File: src/rtl/lsu.sv
// Load/store unit: takes the ALU effective address and rs2, runs one
// request/ready handshake with data memory, and returns formatted load data.
// Alignment and encoding faults are resolved in IDLE and never reach the bus.
//
// state | meaning
// IDLE  | no access in flight; decodes and registers a new request
// WAIT  | mem_req asserted, waiting for mem_ready or the timeout
// DONE  | one-cycle result: rdata_valid or err pulse, stall released
module lsu #(
    parameter int WIDTH   = 32,
    parameter int TIMEOUT = 255
) (
    input  logic             clk,
    input  logic             rst_n,
    input  logic             req_valid,
    input  logic             req_load,
    input  logic             req_store,
    input  logic [2:0]       funct3,
    input  logic [WIDTH-1:0] addr,
    input  logic [WIDTH-1:0] wdata,
    output logic             stall,
    output logic [WIDTH-1:0] rdata,
    output logic             rdata_valid,
    output logic             err,
    output logic [1:0]       err_code,
    output logic             mem_req,
    output logic             mem_we,
    output logic [WIDTH-1:0] mem_addr,
    output logic [3:0]       mem_be,
    output logic [WIDTH-1:0] mem_wdata,
    input  logic             mem_ready,
    input  logic [WIDTH-1:0] mem_rdata
);

    typedef enum logic [1:0] {IDLE, WAIT, DONE} state_t;

    localparam logic [1:0] CODE_NONE    = 2'b00;
    localparam logic [1:0] CODE_MISALGN = 2'b01;
    localparam logic [1:0] CODE_ILLEGAL = 2'b10;
    localparam logic [1:0] CODE_TIMEOUT = 2'b11;

    // Counter value on the last WAIT cycle allowed before the bus error.
    localparam logic [9:0] CNT_LAST = 10'(TIMEOUT - 1);

    state_t           state_q, state_d;
    logic [WIDTH-1:0] addr_q, addr_d;
    logic [WIDTH-1:0] wdata_q, wdata_d;
    logic [WIDTH-1:0] rdata_q, rdata_d;
    logic [3:0]       be_q, be_d;
    logic             we_q, we_d;
    logic [2:0]       f3_q, f3_d;
    logic [1:0]       off_q, off_d;
    logic [1:0]       code_q, code_d;
    logic [9:0]       cnt_q, cnt_d;

    logic             illegal, misaligned;
    logic [3:0]       be_dec;
    logic [WIDTH-1:0] wdata_dec;
    logic [7:0]       ld_byte;
    logic [15:0]      ld_half;
    logic [WIDTH-1:0] ld_fmt;

    // Request decode: fault classification, byte lanes and store-data replication.
    always_comb begin
        illegal = (req_load == req_store)
                || (req_load  && (funct3 == 3'b011 || funct3[2:1] == 2'b11))
                || (req_store && !(funct3 == 3'b000 || funct3 == 3'b001 || funct3 == 3'b010));
        misaligned = (funct3[1:0] == 2'b01 && addr[0])
                   || (funct3[1:0] == 2'b10 && addr[1:0] != 2'b00);
        case (funct3[1:0])
            2'b00:   be_dec = 4'b0001 << addr[1:0];
            2'b01:   be_dec = addr[1] ? 4'b1100 : 4'b0011;
            default: be_dec = 4'b1111;
        endcase
        case (funct3[1:0])
            2'b00:   wdata_dec = {4{wdata[7:0]}};
            2'b01:   wdata_dec = {2{wdata[15:0]}};
            default: wdata_dec = wdata;
        endcase
    end

    // Load formatting from the registered offset and funct3.
    always_comb begin
        ld_byte = mem_rdata[8*off_q +: 8];
        ld_half = off_q[1] ? mem_rdata[31:16] : mem_rdata[15:0];
        case (f3_q)
            3'b000:  ld_fmt = {{24{ld_byte[7]}}, ld_byte};
            3'b100:  ld_fmt = {24'd0, ld_byte};
            3'b001:  ld_fmt = {{16{ld_half[15]}}, ld_half};
            3'b101:  ld_fmt = {16'd0, ld_half};
            default: ld_fmt = mem_rdata;
        endcase
    end

    // Next-state logic and outputs.
    always_comb begin
        state_d     = state_q;
        addr_d      = addr_q;
        wdata_d     = wdata_q;
        rdata_d     = rdata_q;
        be_d        = be_q;
        we_d        = we_q;
        f3_d        = f3_q;
        off_d       = off_q;
        code_d      = code_q;
        cnt_d       = cnt_q;
        stall       = 1'b0;
        mem_req     = 1'b0;
        rdata_valid = 1'b0;
        err         = 1'b0;
        err_code    = CODE_NONE;
        case (state_q)
            IDLE: begin
                if (req_valid) begin
                    stall   = 1'b1;
                    addr_d  = {addr[WIDTH-1:2], 2'b00};
                    wdata_d = wdata_dec;
                    be_d    = be_dec;
                    we_d    = req_store;
                    f3_d    = funct3;
                    off_d   = addr[1:0];
                    cnt_d   = 10'd0;
                    if (illegal) begin
                        code_d  = CODE_ILLEGAL;
                        state_d = DONE;
                    end else if (misaligned) begin
                        code_d  = CODE_MISALGN;
                        state_d = DONE;
                    end else begin
                        code_d  = CODE_NONE;
                        state_d = WAIT;
                    end
                end
            end
            WAIT: begin
                stall   = 1'b1;
                mem_req = 1'b1;
                if (mem_ready) begin
                    state_d = DONE;
                    if (!we_q) rdata_d = ld_fmt;
                end else if (cnt_q == CNT_LAST) begin
                    code_d  = CODE_TIMEOUT;
                    state_d = DONE;
                end else begin
                    cnt_d = cnt_q + 10'd1;
                end
            end
            DONE: begin
                rdata_valid = (code_q == CODE_NONE) && !we_q;
                err         = (code_q != CODE_NONE);
                err_code    = code_q;
                state_d     = IDLE;
            end
            default: state_d = IDLE;
        endcase
    end

    // Lane controls are only meaningful while the request is on the bus.
    assign mem_we    = (state_q == WAIT) && we_q;
    assign mem_be    = (state_q == WAIT) ? be_q : 4'b0000;
    assign mem_addr  = addr_q;
    assign mem_wdata = wdata_q;
    assign rdata     = rdata_q;

    // State register with synchronous reset; reset abandons any access.
    always_ff @(posedge clk) begin
        if (!rst_n) begin
            state_q <= IDLE;
            addr_q  <= '0;
            wdata_q <= '0;
            rdata_q <= '0;
            be_q    <= 4'b0000;
            we_q    <= 1'b0;
            f3_q    <= 3'b000;
            off_q   <= 2'b00;
            code_q  <= CODE_NONE;
            cnt_q   <= 10'd0;
        end else begin
            state_q <= state_d;
            addr_q  <= addr_d;
            wdata_q <= wdata_d;
            rdata_q <= rdata_d;
            be_q    <= be_d;
            we_q    <= we_d;
            f3_q    <= f3_d;
            off_q   <= off_d;
            code_q  <= code_d;
            cnt_q   <= cnt_d;
        end
    end

endmodule

File: config.mk
export PLATFORM = sky130hd
export DESIGN_NAME = lsu
export DESIGN_NICKNAME = d
export VERILOG_FILES = /design/src/rtl/lsu.sv
export SDC_FILE = /design/constraint.sdc
export NUM_CORES = 1
export LEC_CHECK = 0
export ABC_AREA = 1
export CAP_MARGIN = 20
export CORE_MARGIN = 2
export CORE_UTILIZATION = 40
export CTS_CLUSTER_DIAMETER = 60
export DETAILED_ROUTE_END_ITERATION = 16
export GPL_ROUTABILITY_DRIVEN = 0
export MAX_ROUTING_LAYER = met4
export PLACE_DENSITY = 0.77
export SYNTH_ARGS = -nofsm -noshare
export SYNTH_HDL_FRONTEND = slang
export SYNTH_SLANG_ARGS = --single-unit
File: constraint.sdc
create_clock -name clk -period 1.5 [get_ports clk]
set_clock_uncertainty 0.15 [all_clocks]
set_input_delay 0.45 -clock clk [delete_from_list [all_inputs] [get_ports clk]]
set_output_delay 0.45 -clock clk [all_outputs]
set_load 0.01 [all_outputs]
==> metrics <==
DRT antenna net count 0; die height 120 um; PD cells 1020 mW/mm2; Slew Viols, Final 0; period utilisation layout 127%; H-Tree Depth 4; fraction of registers with async set/reset 0%; clock slew at reported path FFs 0.06 ns; IO Pins 212; post-synth top area cell dfxtp_1; YS warnings 0; CTS tree built; worst path arrival time 2.08 ns; Bufs on Longest Clock Path 2; FP Rows 42; sequential area share after synthesis 43.8%; Core ar. 0.0132 mm2; Mapped Cells 787; worst hold slack 0.320 ns; Cell variety after synth 37; # setup viols final 141; Die Wd 120 um; mean number of vias per cell 5.61; dpl cell area 0.00822 mm2; initial antenna violation count 0; non-filler cells, final 1308; LEAKAGE 0.00478 uW; drt drc 0; Setup crit end kind register; CTS Root Cell clkbuf_16; critical path peak fanout 4; Mapped Avg Cell Area 6.85 um2; # port buffers 209; Startpoint Class register; CP Data Required Time 1.67 ns; Max Clk Rate 0.524 GHz; layout cells sized above 1 46.6%; Post-synth EDFFs 0; Slew headroom 64.0%; RSZ-0062 raised after global routing true; Final min period 1.91 ns; peak supply drop 0.777 mV; vias in the first global route 5799; Synth Cell Area 0.00539 mm2; via count 7335; 1st-iter DRT viols 799; failing checks setup timing; DRT Pass-1 Iters 8; WL/cell 20.1 um; grt ovf 0; worst setup margin -0.410 ns; dpl hpwl 12900 um; # Max-Cap Violations 0; clock sink count 118; synth cell count leaders nor2_1 (152), nand2_1 (139), dfxtp_1 (118); Clock Latency Late Sink 0.43 ns; power consumption 10700 uW; critical path type reg -> reg; Design Area, Final 0.0105 mm2; Hold WC Path Type reg -> reg; most frequent cell after synthesis nor2_1; pin count of the biggest net entering global routing 48; GRT Util Overall 26.2%; nets@finish 1225; first-pass GRT wire length 28700 um; top_reg_cell synth dfxtp_1; number of synthesized register bits 118; area share of the largest cell type after synthesis 43.8%; r2r worst-path depth 11; Final Hold Viols 0; hold depth 2; DIE AREA 0.0144 mm2; final wirelength 26300 um; Synth area leaders dfxtp_1 (44%), nor2_1 (11%), o21ai_0 (10%); status finished, violations left; total CTS buffers 17; Slew @ Worst Pin 0.539 ns; synth-to-layout area growth 94.7%; Cell Count Post-Placement 1215; Starting Density 40.9%
==> critical path: stages, from the launching register on <==
cell	delay, ns
dfxtp_4	0.41
inv_6	0.06
buf_4	0.14
nor2_4	0.11
buf_6	0.13
buf_6	0.10
nand4_1	0.14
buf_4	0.19
nand4_1	0.11
nand2_1	0.10
nand2_1	0.10
nor2_1	0.06
==> cells in the final DEF (no fill, tap or decap), drive strengths merged, types with 3 or more instances in the layout <==
cell type      Yosys  final
a21boi             3      3
a21oi             59     59
a31oi              5      5
buf               24    242
bufinv             0      5
clkbuf            20     27
clkdlybuf4s50      0     99
clkinv             1      7
clkinvlp           0      3
dfxtp            118    118
inv               82     83
nand2            142    142
nand3             16     16
nand4              6      6
nor2             155    155
nor3               5      5
o211ai            10     10
o21ai            121    121
o21bai             4      4
o22ai              4      4
==> cell families (layout without fill, tap and decap cells) <==
family / Yosys count / in the layout / synth area share (%)
xor gates and xnor gates: 2 / 2 / 0.325
DFF: 118 / 118 / 43.8
and+or+nand+nor: 326 / 326 / 24.3
buffers and inverters: 127 / 470 / 9.98
other: 1 / 3 / 0.0696
adders and majority gates: 2 / 2 / 0.464
AOI/OAI and AO/OA: 211 / 211 / 21.0
==> timing repair <==
item | 4_1_cts | 5_1_grt
hold buffers | 0 | 0
buffers inserted | 3 | 44
pin swaps | 6 | 50
gates resized for setup | 538 | 357
gates cloned | 1 | 13
setup endpoints to repair | 222 | 208
==> registers in the layout, indices dropped and copies added, names as in the netlist <==
| signal | flops |
|---|---|
| be_q | 4 |
| mem_addr | 30 |
| we_q | 1 |
| state_q | 2 |
| f3_q | 3 |
| code_q | 2 |
| mem_wdata | 32 |
| off_q | 2 |
| cnt_q | 10 |
| rdata | 32 |
==> power breakdown <==
part           switching (uW)  leakage [uW]  internal (uW)  total [uW]
combinational            1290       0.00346           1280        2570
sequential                194       0.00101           3380        3570
clock                    1610      0.000315           2960        4560
total                    3100       0.00478           7610       10700
==> per-stage QoR <==
stage / setup WS [ns] / TNS [ns] / util [%]
after floorplan: 0.00452 / 0 / -
after global placement: -0.896 / -83.73 / 62.3
after detailed placement: -0.954 / -86.49 / 62.3
after CTS: -0.354 / -30.72 / 65.8
after global routing: -0.447 / -42.55 / 79.6
final: -0.410 / -37.03 / 79.6
==> final cells by class <==
type / instances / area, um2
timing repair buffer: 355 / 3570
multi-input combinational: 543 / 3220
fill: 741 / 2690
sequential: 118 / 2500
clock buffer: 17 / 425
inverter: 83 / 334
clock inverter: 15 / 226
tap: 176 / 220
antenna: 1 / 2.50
==> metal layers <==
| layer | up-vias | track usage (%) | share of wire, % |
|---|---|---|---|
| met3 | 141 | 7.56 | 10 |
| met1 | 3417 | 30.2 | 36 |
| met2 | 561 | 43.6 | 49 |
| met4 | 0 | 8.97 | 5.6 |
| met5 | - | - | 0 |
| li1 | 3216 | - | - |
==> final timing paths <==
kind,from,endpoint,slack (ns)
worst min register to register,rdata[15],rdata[15],0.32
worst max-delay path,state_q[0],cnt_q[9],-0.41
worst min-delay path,rdata[15],rdata[15],0.32
worst max register to register,state_q[0],cnt_q[9],-0.41
Power figures use the tool's default switching activity.
